**src/rtl/morse_pkg.sv**
```systemverilog
// Shared Morse types and constants used by the key sequencer and the LCD/decoder side.
// Element timings are expressed in Morse units.
package morse_pkg;

    typedef enum logic [1:0] {
        IDLE     = 2'd0,
        MARK     = 2'd1,
        SPACE    = 2'd2,
        CHAR_GAP = 2'd3
    } state_t;

    localparam int DOT_UNITS      = 1;
    localparam int DASH_UNITS     = 3;
    localparam int ELEM_GAP_UNITS = 1;
    localparam int CHAR_GAP_UNITS = 3;
    localparam int WORD_GAP_UNITS = 7;
    localparam int MAX_LEN        = 5;

    localparam int LEN_W     = 3;
    localparam int PATTERN_W = 5;
    localparam int SPEED_W   = 2;
    localparam int UNITS_W   = 3;

    function automatic logic [LEN_W-1:0] clamp_len(input logic [LEN_W-1:0] len,
                                                   input logic [LEN_W-1:0] limit);
        return (len > limit) ? limit : len;
    endfunction

endpackage

```
**src/rtl/morse_unit_timer.sv**
```systemverilog
// Programmable divider: emits a one-cycle tick every (unit_last + 1) clock cycles.
// The count restarts from zero whenever clear is asserted.
module morse_unit_timer #(
    parameter int CW = 24
) (
    input  logic          iCLK,
    input  logic          iRST,
    input  logic          clear,
    input  logic [CW-1:0] unit_last,
    output logic          tick
);

    logic [CW-1:0] cnt;

    always_ff @(posedge iCLK or posedge iRST) begin
        if (iRST) begin
            cnt <= '0;
        end else if (clear || cnt == unit_last) begin
            cnt <= '0;
        end else begin
            cnt <= cnt + CW'(1);
        end
    end

    // Not gated by clear: clear is itself derived from tick through the FSM.
    assign tick = (cnt == unit_last);

endmodule

```
**src/rtl/morse_key_sequencer.sv**
```systemverilog
// Plays one latched Morse character on the key line with dot/dash/gap unit ratios,
// with a ready/start handshake that allows back-to-back characters.
module morse_key_sequencer #(
    parameter int UNIT_CYCLES = 12_500_000,
    parameter int MAX_LEN     = morse_pkg::MAX_LEN
) (
    input  logic       iCLK,
    input  logic       iRST,
    input  logic       iStart,
    input  logic [2:0] iLen,
    input  logic [4:0] iPattern,
    input  logic [1:0] iSpeedSel,
    input  logic       iAbort,
    output logic       oReady,
    output logic       oBusy,
    output logic       oKey,
    output logic [2:0] oElemIdx,
    output logic       oDone
);

    import morse_pkg::*;

    localparam int CW = $clog2(UNIT_CYCLES);

    state_t                 state, state_d;
    logic [PATTERN_W-1:0]   pattern_q;
    logic [LEN_W-1:0]       len_q;
    logic                   word_gap_q;
    logic [CW-1:0]          unit_last_q;
    logic [LEN_W-1:0]       elem_q;
    logic [UNITS_W-1:0]     units_q;
    logic [UNITS_W-1:0]     target_m1;
    logic                   tick, accept, phase_end, last_elem, counters_clear;
    logic                   key_q, key_d, done_q, done_d;

    assign accept    = (state == IDLE) && iStart && !iAbort;
    assign last_elem = (elem_q == len_q - LEN_W'(1));
    assign phase_end = tick && (units_q == target_m1);
    // Counters restart on every state change and stay parked while idle.
    assign counters_clear = (state_d != state) || (state == IDLE);

    always_comb begin
        target_m1 = UNITS_W'(DOT_UNITS - 1);
        case (state)
            MARK:     target_m1 = pattern_q[elem_q] ? UNITS_W'(DASH_UNITS - 1)
                                                    : UNITS_W'(DOT_UNITS - 1);
            SPACE:    target_m1 = UNITS_W'(ELEM_GAP_UNITS - 1);
            CHAR_GAP: target_m1 = word_gap_q ? UNITS_W'(WORD_GAP_UNITS - 1)
                                             : UNITS_W'(CHAR_GAP_UNITS - 1);
            default:  target_m1 = UNITS_W'(DOT_UNITS - 1);
        endcase
    end

    morse_unit_timer #(.CW(CW)) u_timer (
        .iCLK      (iCLK),
        .iRST      (iRST),
        .clear     (counters_clear),
        .unit_last (unit_last_q),
        .tick      (tick)
    );

    always_ff @(posedge iCLK or posedge iRST) begin
        if (iRST) begin
            state  <= IDLE;
            key_q  <= 1'b0;
            done_q <= 1'b0;
        end else begin
            state  <= state_d;
            key_q  <= key_d;
            done_q <= done_d;
        end
    end

    always_comb begin
        state_d = state;
        case (state)
            IDLE:     if (accept)    state_d = (iLen == '0) ? CHAR_GAP : MARK;
            MARK:     if (phase_end) state_d = last_elem ? CHAR_GAP : SPACE;
            SPACE:    if (phase_end) state_d = MARK;
            CHAR_GAP: if (phase_end) state_d = IDLE;
            default:                 state_d = IDLE;
        endcase
        if (state != IDLE && iAbort) state_d = IDLE;
    end

    always_comb begin
        key_d  = (state_d == MARK);
        done_d = (state == CHAR_GAP) && phase_end && !iAbort;
    end

    always_ff @(posedge iCLK or posedge iRST) begin
        if (iRST) begin
            pattern_q   <= '0;
            len_q       <= '0;
            word_gap_q  <= 1'b0;
            unit_last_q <= '0;
        end else if (accept) begin
            pattern_q   <= iPattern;
            len_q       <= clamp_len(iLen, LEN_W'(MAX_LEN));
            word_gap_q  <= (iLen == '0);
            unit_last_q <= CW'((UNIT_CYCLES >> iSpeedSel) - 1);
        end
    end

    always_ff @(posedge iCLK or posedge iRST) begin
        if (iRST) begin
            units_q <= '0;
            elem_q  <= '0;
        end else begin
            if (counters_clear) units_q <= '0;
            else if (tick)      units_q <= units_q + UNITS_W'(1);

            if (state_d == IDLE)                 elem_q <= '0;
            else if (state == SPACE && phase_end) elem_q <= elem_q + LEN_W'(1);
        end
    end

    assign oReady   = (state == IDLE);
    assign oBusy    = ~oReady;
    assign oKey     = key_q;
    assign oElemIdx = elem_q;
    assign oDone    = done_q;

endmodule

```
**config.mk**
```make
export PLATFORM = sky130hd
export DESIGN_NAME = morse_key_sequencer
export DESIGN_NICKNAME = d
export VERILOG_FILES = /design/src/rtl/morse_pkg.sv /design/src/rtl/morse_unit_timer.sv /design/src/rtl/morse_key_sequencer.sv
export SDC_FILE = /design/constraint.sdc
export NUM_CORES = 1
export LEC_CHECK = 0
export CORE_MARGIN = 8
export CORE_UTILIZATION = 40
export CTS_CLUSTER_SIZE = 16
export DETAILED_ROUTE_END_ITERATION = 8
export SYNTH_ARGS = -nofsm -noshare
export SYNTH_HDL_FRONTEND = slang
export SYNTH_SLANG_ARGS = --single-unit
```
**constraint.sdc**
```tcl
create_clock -name iCLK -period 5.73 [get_ports iCLK]
set_input_delay 1.719 -clock iCLK [delete_from_list [all_inputs] [get_ports iCLK]]
set_output_delay 1.719 -clock iCLK [all_outputs]
set_load 0.01 [all_outputs]
```
==> impl_summary.txt <==
----------------------------------------------------
[Timing]
  Transition at the pin with the smallest max-transition slack ... 0.9647 ns
  Final total negative setup slack ... 0 ns
  Final Slew Violations ... 0
  Max-slew headroom ... 35.49%
  Peak Freq ... 272.3 MHz
  Final worst-path cycle share ... 64.09%
  Number of hold violations in the final report ... 0
  Final period demand of the worst path ... 3.672 ns
  Unrepaired setup endpoints after global routing ... no
  Skew final ... 0.01611 ns
  Setup-violating endpoint count in the final report ... 0

[Logic synthesis]
  Proportion of netlist area held by the largest area contributor ... 48.88%
  Top cells by area in the synthesized netlist ... dfrtp_1 (49%), xnor2_1 (6.1%), nand2_1 (6.0%), xor2_1 (5.5%), nor2_1 (5.2%)
  Mapped cell area ... 3020 µm²
  Post-synthesis sequential element count ... 59
  Warnings, synthesis ... 0
  Sequential area share after synthesis ... 48.88%
  Gate Count Post-Synth ... 314
  Largest area contributor in the synthesized netlist ... dfrtp_1
  Post-synthesis cell type count ... 47
  Per-instance average area after synthesis ... 9.619 µm²
  Synthesized Nets ... 333
  Number of enable-type register cells in the synthesized netlist ... 0
  Main synth FF type ... dfrtp_1
  Share of synthesized registers carrying an async set or reset ... 100.0%

[Global route]
  Largest net degree at the start of global routing ... 39
  Via count of the first global-routing pass ... 2153
  Met2 track demand over resource ... 17.77%
  GR Layer Usage met3 ... 2.701%
  Met1 Use GR ... 18.74%
  Most used routing layer in global routing ... met1
  GRT Util Overall ... 13.34%
  Antenna violations before repair ... 0
  Global-route wire length before repair ... 10650 µm
  Overall overflow remaining after global route ... 0

[Power]
  PnR Total Power ... 999.6 µW
  Portion of total power attributed to sequential cells ... 47.3%
  Peak supply drop ... 188.5 µV
  Static leakage ... 0.001442 µW
  Part of the power in the clock network ... 40.8%
  Share of total power in combinational logic ... 11.9%
  Switching Share ... 25.36%
  Total internal power ... 746.1 µW
  Net switching power ... 253.5 µW
  Total power divided by cell area ... 283.7 nW/µm²

[Die]
  Die outline height ... 102.9 µm
  Starting density of the core ... 41.42%
  Core region area ... 7292 µm²
  Total Die Area ... 10590 µm²
  Placement Rows ... 31
  Die extent in x ... 102.9 µm
  I/O pin cnt ... 21

[Route]
  Total number of vias ... 2182
  Count of routing violations after the opening detailed-route iteration ... 123
  DRT Pass-1 Iters ... 4
  Wirelength, routed ... 6359 µm
  Drt wl/cell ... 14.39 µm
  Antenna viol nets, final ... 0
  Vias per cell ... 4.937
  Remaining DRCs ... 0

[Finish]
  Count of inserted antenna diode cells ... 0
  Layout area overhead ... 16.65%
  Final nets ... 357
  Area of all placed cells without fillers ... 3523 µm²
  Share of final-layout standard cells stronger than drive strength 1 ... 8.455%

[CTS]
  Root buffer selected by CTS ... clkbuf_8
  Clk buf depth ... 2
  Resize count post-CTS ... 0
  Number of buffers created by CTS ... 9
  Hold buffer count at cts ... 0
  CTS H-tree lvls ... 3
  Num Clock Sinks ... 59
  CTS tree ... built
  Count of buffers added by post-CTS timing repair for setup ... 0
  CTS clk-pin slew, worst paths ... 0.08 ns
  Source-to-sink clock delay at the later pin of the worst-skew pair ... 0.35 ns

[Min path]
  Worst hold-check path type ... flop to flop

[Status]
  Result of the run ... finished clean

[Setup path]
  Type of element capturing the critical path ... primary output
  Maximum net fanout on the critical path ... 10
  Required time worst endpoint ... 4.01 ns
  WP data arrival ... 1.95 ns
  Flop2flop setup slack ... 2.87 ns
  Crit path launch type ... flop
  Class of the most critical setup path ... flop to primary output

[Placement]
  Port-buffer cells ... 20
  Post-placement cell area ... 3314 µm²
  Detailed-placement wirelength estimate ... 4564 µm
  Last weighted congestion value of the routability-driven placer ... 0.8017

[Run]
  Number of max-capacitance violations reported ... 0

----------------------------------------------------
power groups by stage:
stage | clock network, µW | logic, µW | registers, µW
2_1_floorplan | 0 | 87.6 | 471
3_3_place_gp | 0 | 120 | 480
3_5_place_dp | 0 | 121 | 481
4_1_cts | 417 | 121 | 473
5_1_grt | 433 | 136 | 477
6_report | 408 | 119 | 473
sequential cells by signal (all words and copies together) (netlist names):
name and cells:
pattern_q 5, oDone 1, unit_last_q 16, word_gap_q 1, units_q 3, len_q 3
state 2, oElemIdx 3, u_timer.cnt 24, oKey 1
metal layers:
| metal | wire length, µm | vias to the layer above |
|---|---|---|
| met2 | 2550 | 30 |
| met1 | 3391 | 1010 |
| met4 | 172 | 0 |
| met3 | 244 | 13 |
| li1 | - | 1129 |
| met5 | 0 | - |
synth_stat cells (all sizes together) (2+ instances only):
master / number
o21ai: 6
and4: 4
clkbuf: 8
xor2: 19
nand3b: 3
xnor2: 21
and3: 3
or4: 2
a21o: 3
mux2: 2
dfrtp: 59
nand2b: 6
a211oi: 2
a311oi: 2
ha: 5
inv: 9
nand4: 7
and2: 3
nand2: 48
or3: 3
a21oi: 12
nor2: 42
nor3: 6
a31oi: 5
nor4: 6
nand3: 13
cell type report:
type | count | area, µm²
fill | 715 | 3769
sequential | 59 | 1476
multi-input combinational | 237 | 1465
timing repair buffer | 22 | 215.2
clock buffer | 11 | 131.4
tap | 99 | 123.9
clock inverter | 5 | 77.57
inverter | 9 | 33.78
through the flow:
step | hold WS (ns) | util (%) | cells | setup slack, ns
finish | 0.4777 | 48.32 | 442 | 2.058
global route | 0.5061 | 48.32 | 442 | 1.971
CTS | 0.4821 | 48.32 | 442 | 2.035
detailed placement | 0.4652 | 45.45 | 426 | 1.985
global placement | 0.4602 | 45.45 | 426 | 2.051
floorplan | 0.4377 | - | 314 | 2.555
critical path: stages, from the launching register on:
cell and delay, ns:
dfrtp_1 0.51, or2_2 0.40, inv_1 0.12, clkdlybuf4s50_1 0.57
placed cells by master, fill, tap and decap left out, drive strengths merged, types with 5 or more instances in the layout:
cell,instances
dfrtp,59
a31oi,5
nor3,6
ha,5
xor2,19
inv,9
xnor2,21
a21oi,12
nand2,48
nor4,6
o21ai,6
nand3,13
clkdlybuf4s50,20
clkbuf,11
nand4,7
nand2b,6
nor2,42
path summary, 6_finish.rpt:
kind                                           start                         to  depth (start not counted)
setup / recovery                  state[1]$_DFF_PP0_                     oReady                          3
max in group asynchronous                       iRST   u_timer.cnt[9]$_DFF_PP0_                          3
hold reg to reg             pattern_q[3]$_DFFE_PP0P_   pattern_q[3]$_DFFE_PP0P_                          2
min in group asynchronous                       iRST            oDone$_DFF_PP0_                          2
setup reg to reg           u_timer.cnt[11]$_DFF_PP0_  u_timer.cnt[22]$_DFF_PP0_                          6
hold / removal              pattern_q[3]$_DFFE_PP0P_   pattern_q[3]$_DFFE_PP0P_                          2
cell families (layout without fill, tap and decap cells):
family,after synthesis,in the layout,share of synthesized area (%)
flip-flops,59,59,48.88
XOR/XNOR,40,40,11.60
multiplexers,3,3,1.077
AO/OA/AOI/OAI,38,38,8.948
adder cells (fa/ha/maj),5,5,2.071
AND/OR/NAND/NOR,151,151,24.81
buffers and inverters,18,47,2.610
Note: power is estimated with default switching activity, not from simulation.
==> variant (config.mk and constraints unchanged) <==
`UNIT_CYCLES`: 12_500_000 -> 50_000_000.
--- a/src/rtl/morse_key_sequencer.sv
+++ b/src/rtl/morse_key_sequencer.sv
@@ -1,7 +1,7 @@
 // Plays one latched Morse character on the key line with dot/dash/gap unit ratios,
 // with a ready/start handshake that allows back-to-back characters.
 module morse_key_sequencer #(
-    parameter int UNIT_CYCLES = 12_500_000,
+    parameter int UNIT_CYCLES = 50_000_000,
     parameter int MAX_LEN     = morse_pkg::MAX_LEN
 ) (
     input  logic       iCLK,
Check against the original RTL: same outputs for any inputs over 10 cycles, from zero or initial values and one cycle with iRST high; that may be too few to reach the edited logic, so the function may still have changed.
==> variant against the unedited design <==
Worst setup slack improved by 250 ps; clock skew is 4.6 ps lower; register-to-register slack gained 60 ps; wire length decreased by 1.9%; final area increased by 1.3%; power shrank 1.7%; synthesized area up 1.4%; sequential cell count up 2; largest cell class unchanged.
==> variant: results <==
export IMPL_peakVddDrop_mv=0.233
export IMPL_dr_wl_met2_um=2770
export IMPL_largestRegisters="u_timer.cnt: 26 flops, unit_last_q: 16 flops, pattern_q: 5 flops"
export IMPL_gp_congestion=0.766
export IMPL_synth_area_leaders="dfrtp_1 (50%), xnor2_1 (6.6%), nor2_1 (5.9%)"
export IMPL_synthCells=328
export IMPL_r2r_start="u_timer.cnt[0]"
export IMPL_wl_met1_um=3150
export IMPL_routed_wl_um=6240
export IMPL_max_slew_margin=0.446
export IMPL_dr_wl_met3_um=220
export IMPL_clk_latency_ps=330
export IMPL_drt_iter0_drc=170
export IMPL_syn_num_nets=347
export IMPL_placed_cells=443
export IMPL_worstHoldStart="pattern_q[2]"
export IMPL_leakagePower_nw=1.50
export IMPL_drive_gt1_frac=0.0758
export IMPL_crit_fanout=9
export IMPL_cp_arrival_ps=1700
export IMPL_grt_pass1_wl_um=11100
export IMPL_place_area_um2=3370
export IMPL_grt_pass1_vias=2258
export IMPL_layout_nets=371
export IMPL_track_usage=0.124
export IMPL_fin_skew_ps=11.5
export IMPL_grt_max_degree=37
export IMPL_netlist_top_cells_count="dfrtp_1 (61), nor2_1 (48), nand2_1 (41)"
export IMPL_status="completed"
[variant: area by class of cell]
type,count,area (µm²)
Sequential cell,61,1530
Tap cell,102,128
Timing Repair Buffer,22,215
Fill cell,723,4000
Clock buffer,11,151
Inverter,12,45.0
Clock inverter,4,47.5
Multi-Input combinational cell,246,1460
[variant: metrics by stage]
stage	total power, mW	hold WS [ps]	setup slack, ps
after floorplan	0.569	438	2500
after global placement	0.606	453	2310
after detailed placement	0.608	464	2300
after CTS	0.993	479	2310
after global routing	1.03	516	2210
final	0.982	478	2310
[variant: logic make-up (layout without fill, tap and decap cells)]
family / Yosys count / count (layout) / synth area share
AO/OA/AOI/OAI: 42 / 42 / 0.0854
XOR/XNOR: 36 / 36 / 0.103
multiplexers: 6 / 6 / 0.0241
adder cells (fa/ha/maj): 5 / 5 / 0.0204
buffers and inverters: 21 / 49 / 0.0257
flip-flops: 61 / 61 / 0.498
AND/OR/NAND/NOR: 157 / 157 / 0.243
[variant: per-layer routing]
metal,track usage,up-vias
met5,0,-
met4,0.0483,0
met3,0.0273,9
met2,0.186,33
met1,0.170,1126
li1,-,1164
[variant: power by group through the flow]
stage | logic [mW] | clock network [mW] | registers [mW]
finish | 0.116 | 0.384 | 0.482
CTS | 0.118 | 0.393 | 0.482
global placement | 0.116 | 0 | 0.489
floorplan | 0.0850 | 0 | 0.484
global route | 0.132 | 0.416 | 0.486
detailed placement | 0.118 | 0 | 0.490
[variant: tightest hold or removal path, stage by stage, from the launching register on]
cell	delay [ps]
dfrtp_1	340
nand2_1	50
nand2_1	60
[variant: worst paths after layout]
path	to	slack [ps]	cells past startpoint
max	oReady	2310	2
min	pattern_q[2]	480	2
max reg2reg	oKey	2930	7
min reg2reg	pattern_q[2]	480	2
max in group asynchronous	unit_last_q[5]	3090	3
min in group asynchronous	state[1]	1770	2
